===== src/rtl/factor_search_ctrl.sv =====
// Walks every candidate factor pair (i1 <= i2) of a latched target through an
// external combinational checker and reports the first match, or that none exists.
module factor_search_ctrl #(
    parameter int FW   = 4,
    parameter int PW   = 8,
    parameter int CNTW = 7
) (
    input  logic            clk,
    input  logic            rst_n,
    input  logic            start,
    input  logic            abort,
    input  logic [PW-1:0]   target,
    output logic [FW-1:0]   chk_i1,
    output logic [FW-1:0]   chk_i2,
    output logic [PW-1:0]   chk_a,
    input  logic            chk_hit,
    output logic            busy,
    output logic            done,
    output logic            found,
    output logic [FW-1:0]   f1,
    output logic [FW-1:0]   f2,
    output logic [CNTW-1:0] n_eval
);

    typedef enum logic [1:0] {IDLE, SEARCH, DONE} state_t;

    localparam logic [FW-1:0] F_MAX = '1;
    localparam logic [FW-1:0] F_MIN = FW'(2);

    state_t state, next_state;
    logic   last_pair;

    assign last_pair = (chk_i1 == F_MAX) && (chk_i2 == F_MAX);

    always_ff @(posedge clk) begin
        if (!rst_n) begin
            state <= IDLE;
        end else begin
            state <= next_state;
        end
    end

    // Abort, a hit and the final pair all end the search; abort only differs in the datapath.
    always_comb begin
        next_state = state;
        busy       = 1'b0;
        done       = 1'b0;
        case (state)
            IDLE: begin
                if (start) begin
                    next_state = SEARCH;
                end
            end
            SEARCH: begin
                busy = 1'b1;
                if (abort || chk_hit || last_pair) begin
                    next_state = DONE;
                end
            end
            DONE: begin
                busy       = 1'b1;
                done       = 1'b1;
                next_state = IDLE;
            end
            default: begin
                next_state = IDLE;
            end
        endcase
    end

    always_ff @(posedge clk) begin
        if (!rst_n) begin
            chk_i1 <= '0;
            chk_i2 <= '0;
            chk_a  <= '0;
            found  <= 1'b0;
            f1     <= '0;
            f2     <= '0;
            n_eval <= '0;
        end else begin
            case (state)
                IDLE: begin
                    if (start) begin
                        chk_a  <= target;
                        chk_i1 <= F_MIN;
                        chk_i2 <= F_MIN;
                        found  <= 1'b0;
                        f1     <= '0;
                        f2     <= '0;
                        n_eval <= '0;
                    end
                end
                SEARCH: begin
                    if (abort) begin
                        found <= 1'b0;
                    end else begin
                        n_eval <= n_eval + CNTW'(1);
                        if (chk_hit) begin
                            f1    <= chk_i1;
                            f2    <= chk_i2;
                            found <= 1'b1;
                        end else if (!last_pair) begin
                            // A new row restarts i2 at i1 so pairs are never visited twice.
                            if (chk_i2 == F_MAX) begin
                                chk_i1 <= chk_i1 + FW'(1);
                                chk_i2 <= chk_i1 + FW'(1);
                            end else begin
                                chk_i2 <= chk_i2 + FW'(1);
                            end
                        end
                    end
                end
                default: begin
                end
            endcase
        end
    end

endmodule


===== config.mk =====
export PLATFORM = sky130hd
export DESIGN_NAME = factor_search_ctrl
export DESIGN_NICKNAME = d
export VERILOG_FILES = /design/src/rtl/factor_search_ctrl.sv
export SDC_FILE = /design/constraint.sdc
export NUM_CORES = 1
export LEC_CHECK = 0
export CORE_UTILIZATION = 30
export DETAILED_ROUTE_END_ITERATION = 8
export MAX_ROUTING_LAYER = met4
export PLACE_DENSITY = 0.66
export SLEW_MARGIN = 30
export SYNTH_ARGS = -nofsm -noshare
export SYNTH_HDL_FRONTEND = slang
export SYNTH_SLANG_ARGS = --single-unit

===== constraint.sdc =====
create_clock -name clk -period 2.4 [get_ports clk]
set_input_delay 0.48 -clock clk [delete_from_list [all_inputs] [get_ports clk]]
set_output_delay 0.48 -clock clk [all_outputs]
set_load 0.05 [all_outputs]

After elaboration in Yosys (flattened, before gate mapping) --
Cells that the tools add are included. W data, S select, Z words.
Storage, ports and cells: output and inout port bits 34, flip-flop bits (word level) 34
Operators by class: $add $sub $neg 3, reduce and logical (&&, ||, !) cells 13, equality and inequality tests 12, muxes and demuxes 30
Operators with widths (count):
- $mux W4 | 14
- $pmux W4 S2 | 4
- $mux W7 | 2
- $ne A2 B2 Y1 const B | 7
- $pmux W7 S2 | 1
- $add A4 B1 Y4 const B | 2
- $eq A4 B4 Y1 const B | 2
- $add A7 B1 Y7 const B | 1
- $reduce_and A3 Y1 | 2
- $reduce_and A6 Y1 | 1
- $mux W1 | 5
- $reduce_and A5 Y1 | 1
- $mux W2 | 2
- $pmux W2 S2 | 1
- $reduce_and A2 Y1 | 2
- $reduce_and A4 Y1 | 1
- $ne A3 B3 Y1 const B | 1
- $eq A2 B1 Y1 const B | 1
- $eq A2 B2 Y1 const B | 1
- $logic_not A2 Y1 | 1
- $logic_or A1 B1 Y1 | 2
- $pmux W1 S2 | 1
- $reduce_bool A2 Y1 | 1
- $reduce_or A2 Y1 | 1
- $logic_and A1 B1 Y1 | 1

Longest topological paths before layout --
Gate-level depths: netlist (run 1).
depth in word-level cells 6, mapped depth 7

Worst setup path before layout (run 1) --
No wires, ideal clock.
path kind register -> register, from register chk_i2[0], to register chk_i1[0], stages on the path, launching flop included 8, arrival 1.821 ns, buffers on the path 1, slack 0.448 ns, required time 2.269 ns, setup time 0.131 ns, cell sequence dfxtp_1 -> ha_1 -> and3_1 -> buf_6 -> nor3b_1 -> o21ai_1 -> nand3_1 -> o21ai_0
On the way: word-level cells in the longest chain between the ends 4, elaborated cells between the ends (all ways) 5, classes of those cells 3 x eq/ne; 2 x reduce/logical
Ends and longest elaborated chain:
- from (decl) | RTL line 14 | output logic [FW-1:0] chk_i2,
- from (signal assigned) | RTL line 106 | chk_i2 <= chk_i1 + FW'(1);
- from (signal assigned) | RTL line 108 | chk_i2 <= chk_i2 + FW'(1);
- $eq A4 B4 Y1 * | RTL line 33, 104
- $logic_and A1 B1 Y1 | RTL line 33 | assign last_pair = (chk_i1 == F_MAX) && (chk_i2 == F_MAX);
- $ne A2 B2 Y1 (no line)
- $reduce_and A6 Y1 (no line) *
- to (signal assigned) | RTL line 105 | chk_i1 <= chk_i1 + FW'(1);
- to (decl) | RTL line 13 | output logic [FW-1:0] chk_i1,
Every way passes the cells marked *; elsewhere a longest branch is shown, timed or not. A chain may end at the register's enable or synchronous reset.

Final worst setup path (run 1) --
from register state[0], to output busy
On the way: word-level cells in the longest chain between the ends 3, elaborated cells between the ends (all ways) 4, classes of those cells 2 x eq/ne; 1 x mux; 1 x reduce/logical
Ends and longest elaborated chain:
- from (decl) | RTL line 30 | state_t state, next_state;
- from (signal assigned) | RTL line 39 | state <= next_state;
- $eq A2 B1 Y1 / $eq A2 B2 Y1 (equally long branches) | RTL line 48 | case (state)
- $reduce_or A2 Y1 (no line) *
- $mux W1 * | RTL line 48
- to (decl) | RTL line 17 | output logic busy,
Marked as above.

==> results.md, run 1 <==
* Run status: finished clean
* Power share of the sequential group at 0.438
* Final global-route overflow total at 0
* Filler instances at 549
* TritonCTS clock tree: built
* Largest net degree at the start of global routing at 32
* Final nets at 254
* Port bufs at 46
* CTS Buf Count at 5
* Combinational group share of total power at 0.249
* Vias at 1,493
* H-tree levels at 2
* Final hold vios at 0
* Syn_nets at 203
* Grt met1 use at 0.213
* Clk_lat worst skew at 0.29 ns
* Vias in the first global route at 1,437
* DR WL/cell at 13.3 µm
* R2r startpoint: state[0]
* # DRC at 0
* Worst IR Drop VDD at 0.000248 V
* Critical Path AT at 1.79 ns
* Layout area overhead at 39.9%
* Routability cong. at 0.757
* DP HPWL at 2870 µm
* Crit-path max FO at 3
* CP peak stage delay at 0.79 ns
* Share of layout cells above drive strength 1 at 0.0720
* Top cells by area, synth: dfxtp_1 42%, nand3_1 5.0%, ha_1 4.7%
* Power Dens Cells at 622 nW/µm²
* Cell count after synthesis at 184
* Critical Path End Type: output pin
* Total core area at 5140 µm²
* GRT Total Usage at 0.168
* Grt met2 use at 0.259
* Antenna Cells at 0
* Worst Path Class, Setup: flip-flop to output pin
* Cells after DPL at 298
* R2R cell count at 7
* Syn_area_per_cell at 8.75 µm²
* Yosys cell types at 43
* CTS Sinks at 34
* Synth Flop Type: dfxtp_1
* CP Launch Type: flip-flop
* Fmax at 441 MHz
* Starting Density at 0.313
* Top cell type by total area after synthesis: dfxtp_1
* FP Rows at 26
* Die height at 75.3 µm
* Initial DRC count at 45
* Syn Std Cell Area at 1610 µm²
* Met3 Track Usage GR at 0.0361
* Async SR Flop Fraction at 0
* RSZ-0062 raised after global routing: no
* Yosys reg bits at 34
* Total Wirelength at 4080 µm
* Non-Filler Instances at 306
* Worst setup path start: state[0]
* Root Buffer: clkbuf_8
* Final setup margin at 0.130 ns
* Place WS at 0.279 ns
* Clock network power share at 0.313
* Sequential cell area fraction in the yosys report at 0.423
* Sum of negative setup slack at 0 ns
* Min Clock Period, post-route at 2.27 ns
* Pre-antenna DRT Iters at 4
* Resize count post-CTS at 0
* Slew Viols, Final at 0
* Cts hold-fix bufs at 0
* Internal power at 948 µW
* RR Endpoint: chk_i2[2]
* Internal reg-to-reg setup slack at 0.34 ns
* Slew @ Worst Pin at 0.572 ns
* Initial antenna violation count at 0
* Clk buf depth at 2
* Clk slew on worst S/H paths at 0.07 ns
* Slowest-stage cell, CP: clkdlybuf4s50_1
* First-pass GRT wire length at 6890 µm
* Die Footprint at 5660 µm²
* Worst Path Required at 1.92 ns
* Clock skew at 0.00458 ns
* # IOs at 47
* Die width at 75.3 µm
* Gr busiest metal: met2
* Slew margin rel. at 0.619
* Synth top area share at 0.423
* Hold crit path type: flip-flop to flip-flop
* Finish-stage setup viols at 0
* Tcrit/Tclk final at 0.946
* Post-CTS setup buffers at 0
* Post-synth EDFFs at 0
* CP cell instances: inv_1, ha_1, clkdlybuf4s50_1
* Switch Pwr at 454 µW
* Sw frac at 0.324
* Lkg Pwr at 0.801 nW
* DRT antenna net count at 0
* Synth warnings at 0
* Max Cap Viol at 0
* Worst setup path end: busy
* Via density per instance at 4.88
registers in the layout (all words and copies together) (netlist names):
signal and flops:
chk_i2 4, f2 4, chk_a 8, state 2, found 1, n_eval 7
chk_i1 4, f1 4
cells in the final DEF (no fill, tap or decap), types with 9 or more instances in the layout:
| cell | synthesis | final |
|---|---|---|
| clkdlybuf4s50_1 | 0 | 46 |
| dfxtp_1 | 34 | 34 |
| nand2_1 | 19 | 19 |
| nand3_1 | 16 | 16 |
| nor2_1 | 12 | 12 |
| o21ai_0 | 10 | 10 |
| nor2b_1 | 9 | 9 |
| a21boi_0 | 9 | 9 |
| a22oi_1 | 9 | 9 |
through the flow:
| step | total power [mW] | utilization | cell area [µm²] | hold slack, ns |
|---|---|---|---|---|
| CTS | 1.42 | 0.438 | 2250 | 0.467 |
| global placement | 0.971 | 0.421 | 2160 | 0.450 |
| global route | 1.48 | 0.438 | 2250 | 0.490 |
| finish | 1.40 | 0.438 | 2250 | 0.463 |
| floorplan | 0.854 | - | 1610 | 0.465 |
| detailed placement | 0.974 | 0.421 | 2160 | 0.457 |
final cells by class:
cell class | instances | area [µm²] | share of cell area
multi-input cells | 137 | 870 | 0.386
flip-flops and latches | 34 | 681 | 0.302
repair buffers | 52 | 505 | 0.224
well taps | 70 | 87.6 | 0.0389
clock buffers | 7 | 86.3 | 0.0383
inverters | 5 | 18.8 | 0.00833
clock inverters | 1 | 5.00 | 0.00222
cells in the mapped netlist (2+ instances only):
library cell,n
a21boi_0,9
a21oi_1,5
a22oi_1,9
and3_1,4
clkbuf_1,6
dfxtp_1,34
ha_1,6
inv_1,5
mux2i_1,2
nand2_1,19
nand3_1,16
nand4_1,3
nor2_1,12
nor2b_1,9
nor3_1,2
o211ai_1,2
o21ai_0,10
o21ai_1,2
xor2_1,5
power groups by stage:
stage                     clock [mW]  sequential (mW)  combinational, mW
after floorplan                    0            0.695              0.159
after global placement             0            0.625              0.345
after detailed placement           0            0.626              0.348
after CTS                      0.456            0.613              0.351
after global routing           0.481            0.618              0.377
final                          0.439            0.613              0.349
cells by family after synthesis:
family	count (synthesis)	share of synthesized area
buf+inv	13	0.0373
mux	2	0.0124
simple gates	75	0.239
compound gates	48	0.210
fa+ha+maj	6	0.0466
xor+xnor	6	0.0326
flops	34	0.423
worst max-delay path, delay by kind of cell, from the launching register on:
kind | cells | cell delay [ns]
adder cells (fa/ha/maj) | 1 | 0.28
buffers and inverters | 2 | 0.86
flip-flops | 1 | 0.36
worst min-delay path by stage:
stage	startpoint	to	slack [ns]	depth (start not counted)
2_1_floorplan	state[0]	state[0]	0.46	2
3_3_place_gp	chk_a[2]	chk_a[2]	0.45	2
3_5_place_dp	chk_a[2]	chk_a[2]	0.46	2
5_1_grt	chk_a[2]	chk_a[2]	0.49	2
4_1_cts	chk_a[2]	chk_a[2]	0.47	2
6_report	chk_a[0]	chk_a[0]	0.46	2
routing by layer:
layer	wire length (µm)	part of all wire
met5	0	0
met1	2020	0.50
met2	1830	0.45
met4	62	0.015
met3	164	0.040
Note: power is estimated with default switching activity, not from simulation.
==> inputs of run 2 (changes only) <==
- CTS_CLUSTER_DIAMETER: not set -> 200
- SKIP_LAST_GASP: not set -> 1
==> results of run 2 <==
The final DEF is identical to that of run 1; final timing and power are the same.
